### config.mk
export PLATFORM = sky130hd
export DESIGN_NAME = calc_core_seq_flat
export DESIGN_NICKNAME = d
export VERILOG_FILES = /design/src/rtl/calc_core_seq_if.sv /design/src/rtl/calc_core_seq.sv /design/src/flat_wrapper.sv
export SDC_FILE = /design/constraint.sdc
export NUM_CORES = 1
export LEC_CHECK = 0
export ABC_AREA = 1
export CORE_MARGIN = 2
export CORE_UTILIZATION = 56
export CTS_BUF_LIST = sky130_fd_sc_hd__clkbuf_4 sky130_fd_sc_hd__clkbuf_8
export CTS_CLUSTER_DIAMETER = 200
export DETAILED_ROUTE_END_ITERATION = 12
export HOLD_SLACK_MARGIN = 0.1
export PLACE_DENSITY_LB_ADDON = 0.1
export SYNTH_ARGS = -nofsm -noshare
export SYNTH_HDL_FRONTEND = slang
export SYNTH_SLANG_ARGS = --single-unit
### constraint.sdc
create_clock -name clk -period 3.2 [get_ports clk]
set_input_delay 0.32 -clock clk [delete_from_list [all_inputs] [get_ports clk]]
set_output_delay 0.32 -clock clk [all_outputs]
set_load 0.02 [all_outputs]
### src/rtl/calc_core_seq_if.sv
// Request/response bundle between operand-entry logic and calc_core_seq.
// The master issues start/operation/operands; the slave returns the held result and status.
interface calc_core_seq_if #(
  parameter int W = 16
);
  logic             start;
  logic [2:0]       operation;
  logic [W-1:0]     operand_a;
  logic [W-1:0]     operand_b;
  logic [2*W-1:0]   result;
  logic             busy;
  logic             done;
  logic             error;

  modport master (
    output start, operation, operand_a, operand_b,
    input  result, busy, done, error
  );

  modport slave (
    input  start, operation, operand_a, operand_b,
    output result, busy, done, error
  );
endinterface

### src/rtl/calc_core_seq.sv
// Iterative unsigned calculator core: MUL, DIV (quotient+remainder), SQRT and BIN2BCD
// share one accumulator/aux register pair, one operation at a time, start/busy/done handshake.
module calc_core_seq #(
  parameter int W          = 16,
  parameter int BCD_DIGITS = 5
) (
  input  logic           clk,
  input  logic           rst,
  calc_core_seq_if.slave bus
);
  localparam int HW = W / 2;
  localparam int BW = 4 * BCD_DIGITS;
  localparam int CW = $clog2(W);

  typedef enum logic [1:0] {S_IDLE, S_CALC, S_FINISH} state_e;
  typedef enum logic [2:0] {
    OP_MUL  = 3'd0,
    OP_DIV  = 3'd1,
    OP_SQRT = 3'd2,
    OP_BCD  = 3'd3
  } op_e;

  state_e         state_q, state_d;
  op_e            op_q, op_d;
  logic [CW-1:0]  cnt_q, cnt_d;
  logic [W-1:0]   b_q, b_d;
  logic [W-1:0]   aux_q, aux_d;
  logic [2*W-1:0] acc_q, acc_d;
  logic [2*W-1:0] result_q, result_d;
  logic           fault_q, fault_d;
  logic           error_q, error_d;
  logic           done_q, done_d;

  logic           req_ok;
  logic [CW-1:0]  last_iter;
  logic [W-1:0]   hi, lo;
  logic [2*W-1:0] step_acc, fin_result, acc_adj;
  logic [W-1:0]   step_aux;
  logic [W:0]     mul_sum, div_shift, div_diff;
  logic [W+1:0]   sq_rem_t, sq_trial;
  logic [W-1:0]   sq_sub;

  assign hi = acc_q[2*W-1:W];
  assign lo = acc_q[W-1:0];

  assign req_ok = (bus.operation <= 3'd3) &&
                  !((bus.operation == OP_DIV) && (bus.operand_b == '0));
  assign last_iter = (op_q == OP_SQRT) ? CW'(HW - 1) : CW'(W - 1);

  // One iteration of the selected algorithm. MUL/DIV/SQRT keep {hi,lo} in acc;
  // SQRT builds its root in aux, BIN2BCD shifts binary out of aux into BCD digits in acc.
  always_comb begin
    mul_sum   = {1'b0, hi} + (lo[0] ? {1'b0, b_q} : {(W+1){1'b0}});
    div_shift = {hi, lo[W-1]};
    div_diff  = div_shift - {1'b0, b_q};
    sq_rem_t  = {hi, lo[W-1:W-2]};
    sq_trial  = {aux_q, 2'b01};
    sq_sub    = W'(sq_rem_t - sq_trial);
    acc_adj   = acc_q;
    for (int i = 0; i < BCD_DIGITS; i++) begin
      if (acc_q[4*i +: 4] >= 4'd5) acc_adj[4*i +: 4] = acc_q[4*i +: 4] + 4'd3;
    end
    step_acc = acc_q;
    step_aux = aux_q;
    case (op_q)
      OP_MUL:  step_acc = {mul_sum, lo[W-1:1]};
      OP_DIV:  step_acc = div_diff[W] ? {div_shift[W-1:0], lo[W-2:0], 1'b0}
                                      : {div_diff[W-1:0],  lo[W-2:0], 1'b1};
      OP_SQRT: begin
        if (sq_rem_t >= sq_trial) begin
          step_acc = {sq_sub, lo[W-3:0], 2'b00};
          step_aux = {aux_q[W-2:0], 1'b1};
        end else begin
          step_acc = {sq_rem_t[W-1:0], lo[W-3:0], 2'b00};
          step_aux = {aux_q[W-2:0], 1'b0};
        end
      end
      // The acc MSB is always zero for legal BCD_DIGITS; rotating it into aux keeps every bit live.
      OP_BCD:  {step_acc, step_aux} = {acc_adj[2*W-2:0], aux_q, acc_adj[2*W-1]};
      default: ;
    endcase
  end

  assign fin_result = (op_q == OP_SQRT) ? {hi, {HW{1'b0}}, aux_q[HW-1:0]} : acc_q;

  always_comb begin
    // NOTE: every next-state variable gets a default first so no path leaves one unassigned (no latches).
    state_d  = state_q;
    op_d     = op_q;
    cnt_d    = cnt_q;
    b_d      = b_q;
    aux_d    = aux_q;
    acc_d    = acc_q;
    result_d = result_q;
    fault_d  = fault_q;
    error_d  = error_q;
    done_d   = 1'b0;
    case (state_q)
      S_IDLE: begin
        if (bus.start) begin
          fault_d = !req_ok;
          cnt_d   = '0;
          if (req_ok) begin
            state_d = S_CALC;
            op_d    = op_e'(bus.operation);
            b_d     = bus.operand_b;
            if (bus.operation == OP_BCD) begin
              acc_d = '0;
              aux_d = bus.operand_a;
            end else begin
              acc_d = {{W{1'b0}}, bus.operand_a};
              aux_d = '0;
            end
          end else begin
            state_d = S_FINISH;
          end
        end
      end
      S_CALC: begin
        acc_d = step_acc;
        aux_d = step_aux;
        cnt_d = cnt_q + CW'(1);
        if (cnt_q == last_iter) state_d = S_FINISH;
      end
      S_FINISH: begin
        state_d  = S_IDLE;
        done_d   = 1'b1;
        error_d  = fault_q;
        result_d = fault_q ? '0 : fin_result;
      end
      default: state_d = S_IDLE;
    endcase
  end

  always_ff @(posedge clk or posedge rst) begin
    if (rst) begin
      state_q  <= S_IDLE;
      op_q     <= OP_MUL;
      cnt_q    <= '0;
      b_q      <= '0;
      aux_q    <= '0;
      acc_q    <= '0;
      result_q <= '0;
      fault_q  <= 1'b0;
      error_q  <= 1'b0;
      done_q   <= 1'b0;
    end else begin
      // NOTE: non-blocking updates so every register samples the pre-edge values.
      state_q  <= state_d;
      op_q     <= op_d;
      cnt_q    <= cnt_d;
      b_q      <= b_d;
      aux_q    <= aux_d;
      acc_q    <= acc_d;
      result_q <= result_d;
      fault_q  <= fault_d;
      error_q  <= error_d;
      done_q   <= done_d;
    end
  end

  assign bus.busy   = (state_q != S_IDLE);
  assign bus.done   = done_q;
  assign bus.error  = error_q;
  assign bus.result = result_q;
endmodule

### src/flat_wrapper.sv
// flat-port wrapper written by rule: the top's interface ports become plain ports
module calc_core_seq_flat 
#(
  parameter int W          = 16,
  parameter int BCD_DIGITS = 5
)
  (clk, rst, bus_start, bus_operation, bus_operand_a, bus_operand_b, bus_result, bus_busy, bus_done, bus_error);
  calc_core_seq_if #(.W(W)) bus_i ();
  input  logic clk;
  input  logic rst;
  input wire logic [$bits(bus_i.start)-1:0] bus_start;
  input wire logic [$bits(bus_i.operation)-1:0] bus_operation;
  input wire logic [$bits(bus_i.operand_a)-1:0] bus_operand_a;
  input wire logic [$bits(bus_i.operand_b)-1:0] bus_operand_b;
  output wire logic [$bits(bus_i.result)-1:0] bus_result;
  output wire logic [$bits(bus_i.busy)-1:0] bus_busy;
  output wire logic [$bits(bus_i.done)-1:0] bus_done;
  output wire logic [$bits(bus_i.error)-1:0] bus_error;
  assign bus_i.start = bus_start;
  assign bus_i.operation = bus_operation;
  assign bus_i.operand_a = bus_operand_a;
  assign bus_i.operand_b = bus_operand_b;
  assign bus_result = bus_i.result;
  assign bus_busy = bus_i.busy;
  assign bus_done = bus_i.done;
  assign bus_error = bus_i.error;
  calc_core_seq #(.W(W), .BCD_DIGITS(BCD_DIGITS)) u_core (.clk(clk), .rst(rst), .bus(bus_i));
endmodule
# Word-level counts from Yosys, hierarchy flattened
# Index checks and enable logic that the tools add are counted.
[classes]
add_sub_neg = 9
mul = 0
div = 0
magnitude_cmp = 7
n_eq_ne = 13
shifts = 0
mux = 29
bitwise_logic = 0
reduce_logical = 15
[op_table]
columns = ["operator", "n"]
rows = [
  ["$mux 32", 5],
  ["$pmux 32 s4", 1],
  ["$mux 16", 6],
  ["$pmux 16 s2", 2],
  ["$pmux 32 s2", 1],
  ["$mux 4", 7],
  ["$add 4x2->4 const B", 5],
  ["$ge 4x3->1 const B", 5],
  ["$ge 18x18->1", 1],
  ["$add 16x16->17", 1],
  ["$sub 17x16->17", 1],
  ["$logic_not 16->1", 1],
  ["$sub 16x16->16", 1],
  ["$eq 3x2->1 const B", 3],
  ["$pmux 4 s2", 1],
  ["$reduce_and 4->1", 2],
  ["$eq 3x1->1 const B", 2],
  ["$mux 2", 3],
  ["$reduce_and 2->1", 3],
  ["$ne 5x4->1 const B", 1],
  ["$add 4x1->4 const B", 1],
  ["$eq 4x4->1", 1],
  ["$ne 2x1->1 const B", 2],
  ["$pmux 2 s2", 1],
  ["12 further kinds", 16],
]
[word_totals]
reg_bits = 108
latch_bits = 0
ram_bits = 0
rom_bits = 0
inputBits = 38
wordCells = 83
memories = 0

# Depth between registers and ports, before layout
[logic_depth]
depth_word = 7
mapped_depth = 18
depth_no_buf = 17

# Least setup slack after synthesis
# Ideal clock, no wire load.
[synth_path]
path_kind = "register -> register"
startpoint = "register u_core.acc_q[15]"
endpoint = "register u_core.acc_q[23]"
t_arrival_ns = 2.232
t_required_ns = 3.083
slack_ns = 0.851
path_stages_with_launch = 18
path_buffers = 1
path_cell_list = "dfrtp_1 inv_1 ha_1 inv_1 fa_1 nand2_1 nand3_2 nand3_1 nand2_2 nand2_2 nand3_1 nand2_4 buf_6 nand2_1 nand3_1 nand3_1 nand3_1 nand2_1"
[synth_via]
elab_chain_cells = 4
word_cells_on_any_way = 7
[synth_lines]
columns = ["item", "line_no", "rtl"]
rows = [
  ["start: declaration", "calc_core_seq.sv:28", "logic [2*W-1:0] acc_q, acc_d;"],
  ["start signal: assignment", "calc_core_seq.sv:142", "acc_q <= '0;"],
  ["start signal: assignment", "calc_core_seq.sv:154", "acc_q <= acc_d;"],
  ["$sub 17x16->17, or another cell as far along", "calc_core_seq.sv:55", "div_diff = div_shift - {1'b0, b_q};"],
  ["$mux 32, on equally long branches", "calc_core_seq.sv:67, calc_core_seq.sv:70", ""],
  ["$pmux 32 s4 *", "calc_core_seq.sv:65", "case (op_q)"],
  ["$pmux 32 s2 *", "calc_core_seq.sv:98", "case (state_q)"],
]
# Mark *: on every way between the ends. The rest lies on a longest branch, timed or not.
# A chain may end at the register's enable or synchronous reset.

# Worst setup path after layout
[layout_path]
startpoint = "register u_core.acc_q[15]"
endpoint = "register u_core.acc_q[28]"
# The elaborated chain is that of the path after synthesis.

==> results.cfg <==
[yosys]
syn_nets = 1531
synth_compound_area_share_pct = 17.1
synth_area_leaders = dfrtp_1, nand2_1, inv_1, ha_1, nand3_1
syn_inst = 1430
netlist.area_leader.share_pct = 29.1
synth_commonest_cells = nand2_1, inv_1, nand3_1
synthAdderAreaFrac_pct = 8.66
yosysUniqueCellTypes = 49
ys_seq_area_share_pct = 29.1
synth_seq_cells = 108
ys.flop_type = dfrtp_1
syn_area_mm2 = 0.00928
synth_edf_count = 0
avgSynthCellArea_um2 = 6.49
synth-simple-area-share_pct = 31.5
synth.most_common_cell = nand2_1
synth_warnings = 0
async_flop_share_pct = 100
synth_top_area_cell = dfrtp_1
synthMuxAreaShare_pct = 0
synth-xor-area-share_pct = 1.61
synth_top_family_by_area = simple AND/OR/NAND/NOR gates

[die]
die_x_um = 133
die_h_um = 133
ioPinCount = 73
rows = 47
core_mm2 = 0.0164
initial_core_util_pct = 56.5
dieArea_mm2 = 0.0176

[clocking]
clock_path_buffers = 2
cts.reportedPaths.clkPinSlew_ns = 0.12
cts_max_level = 3
cts_buffers = 9
cts_root_buf = clkbuf_8
post-cts-setup-buffer-count = 0
holdBufCountCts = 0
cts_tree = yes
clock_sinks = 108
cts_resized = 0
clock_latency_ns = 0.42

[grt]
antenna_found_initial = 0
grt_use_total_pct = 32.2
grt_max_degree = 52
grt_pass1_vias = 8541
grt_first_pass_wirelength_um = 45000
overflow = 0

[finish]
diodes = 0
drive_gt1_share_pct = 4.72
final_cell_count_no_fill = 1704
nNetsFinal = 1581
fillers = 1535
post-route-util_pct = 63.2
area_delta_synth_final_pct = 11.7

[sta]
final-setup-viol-count = 0
timing.final.crit_share_pct = 84.5
worst_pin_slew_ns = 1.06
skew_ns = 0.0152
hold_violations = 0
fmax_mhz = 370
tns_ns = 0
finalMaxSlewViolations = 0
min_period_ns = 2.70
timing.slew.headroom_pct = 29.5
rsz0062_at_grt = no

[route]
wl_per_cell_um = 16.5
drt-initial-drc-count = 967
viasPerCell = 5.61
dr.pass1.iters = 6
wl_um = 28100
drc = 0
drt.antenna.violating_nets = 0
vias = 9552

[worst_setup_path]
max_stage_delay_ns = 0.50
cp_cell_sequence = inv_1, ha_1, inv_1, fa_1, nand2_1, nand3_2, nand3_1, nand2_2, nand2_2, nand3_1, nand2_4, nand2_1, nand3_1, nand3_1, nand3_1, nand2_1
end_kind = flop
critPathMostFrequentCell = nand3_1
start_kind = flop
arrival_ns = 3.01
cp.required_ns = 3.51
slowest_stage = dfrtp_1
critPathMaxFanout = 16
crit_type = reg -> reg

[job]
cap_violations = 0

[place]
gp_congestion = 0.930
place_inst = 1689
portBuffers = 72
hpwl_um = 21700

[run_status]
outcome = complete, no violations

[min_path]
hold_path.class = in -> async
[final cells by class]
class	count	area (um^2)	share of cell area, %
clock buffer	9	124	1.20
multi-input combinational	1039	5460	52.7
sequential	108	2700	26.1
timing repair buffer	86	826	7.97
clock inverter	6	83.8	0.809
inverter	236	888	8.57
tap	220	275	2.66
[cell usage in the layout (no fill, tap or decap), types with 4 or more instances in the layout]
master           instances
a21oi_1                 63
a31oi_1                 14
a32o_1                  15
buf_4                   14
clkbuf_8                 9
clkdlybuf4s50_1         72
dfrtp_1                108
ha_1                    61
inv_1                  222
inv_2                   12
nand2_1                409
nand2_2                  6
nand3_1                144
nand3_2                  4
nand3b_1                 6
nand4_1                  6
nor2_1                  89
nor2_2                   6
nor3_1                   5
o211ai_1                 8
o21ai_0                121
o21ai_1                 17
o21bai_1                 5
o221ai_1                 8
o22ai_1                  7
xnor2_1                 10
xor2_1                   7
[sequential cells by signal (all words and copies together) (netlist names)]
name / count
u_core.fault_q: 1
u_core.aux_q: 16
u_core.bus.result: 32
u_core.state_q: 2
u_core.op_q: 3
u_core.bus.error: 1
u_core.cnt_q: 4
u_core.b_q: 16
u_core.acc_q: 32
u_core.bus.done: 1
[cells by family (layout without fill, tap and decap cells)]
family | count (synthesis) | count (layout)
flops | 108 | 108
compound gates | 274 | 274
simple gates | 685 | 685
fa+ha+maj | 63 | 63
xor+xnor | 17 | 17
buf+inv | 283 | 337
[per-stage QoR]
stage | hold WS [ns] | setup WS (ns) | cell area [um^2]
5_1_grt | 0.361 | 0.282 | 10400
2_1_floorplan | 0.437 | 0.0344 | 9280
3_3_place_gp | 0.470 | 0.625 | 10200
4_1_cts | 0.336 | 0.555 | 10400
3_5_place_dp | 0.472 | 0.507 | 10200
6_report | 0.313 | 0.496 | 10400
[final timing paths]
path | startpoint | endpoint | slack [ns] | cells past startpoint
max | u_core.acc_q[15] | u_core.acc_q[28] | 0.50 | 16
min | rst | u_core.bus.result[5] | 0.31 | 2
max reg2reg | u_core.acc_q[15] | u_core.acc_q[28] | 0.50 | 16
min reg2reg | u_core.state_q[0] | u_core.bus.done | 0.49 | 1
max in group asynchronous | rst | u_core.b_q[3] | 2.10 | 3
min in group clk | bus_operand_b[7] | u_core.b_q[7] | 0.48 | 3
[critical path, delay by kind of cell (launching register included)]
kind	cells	cell delay, ns
adder cells (fa/ha/maj)	2	0.57
flip-flops	1	0.50
buffers and inverters	2	0.19
AND/OR/NAND/NOR	12	1.32
[layer usage]
layer  GRT usage, %  wire length (um)
met5              0                 0
met2           48.2             12100
met1           47.4             12800
met3           6.44              2580
met4           8.78               676
Power is not shown: default switching activity piles up to over one toggle a cycle in this logic, so the estimate is an artifact.
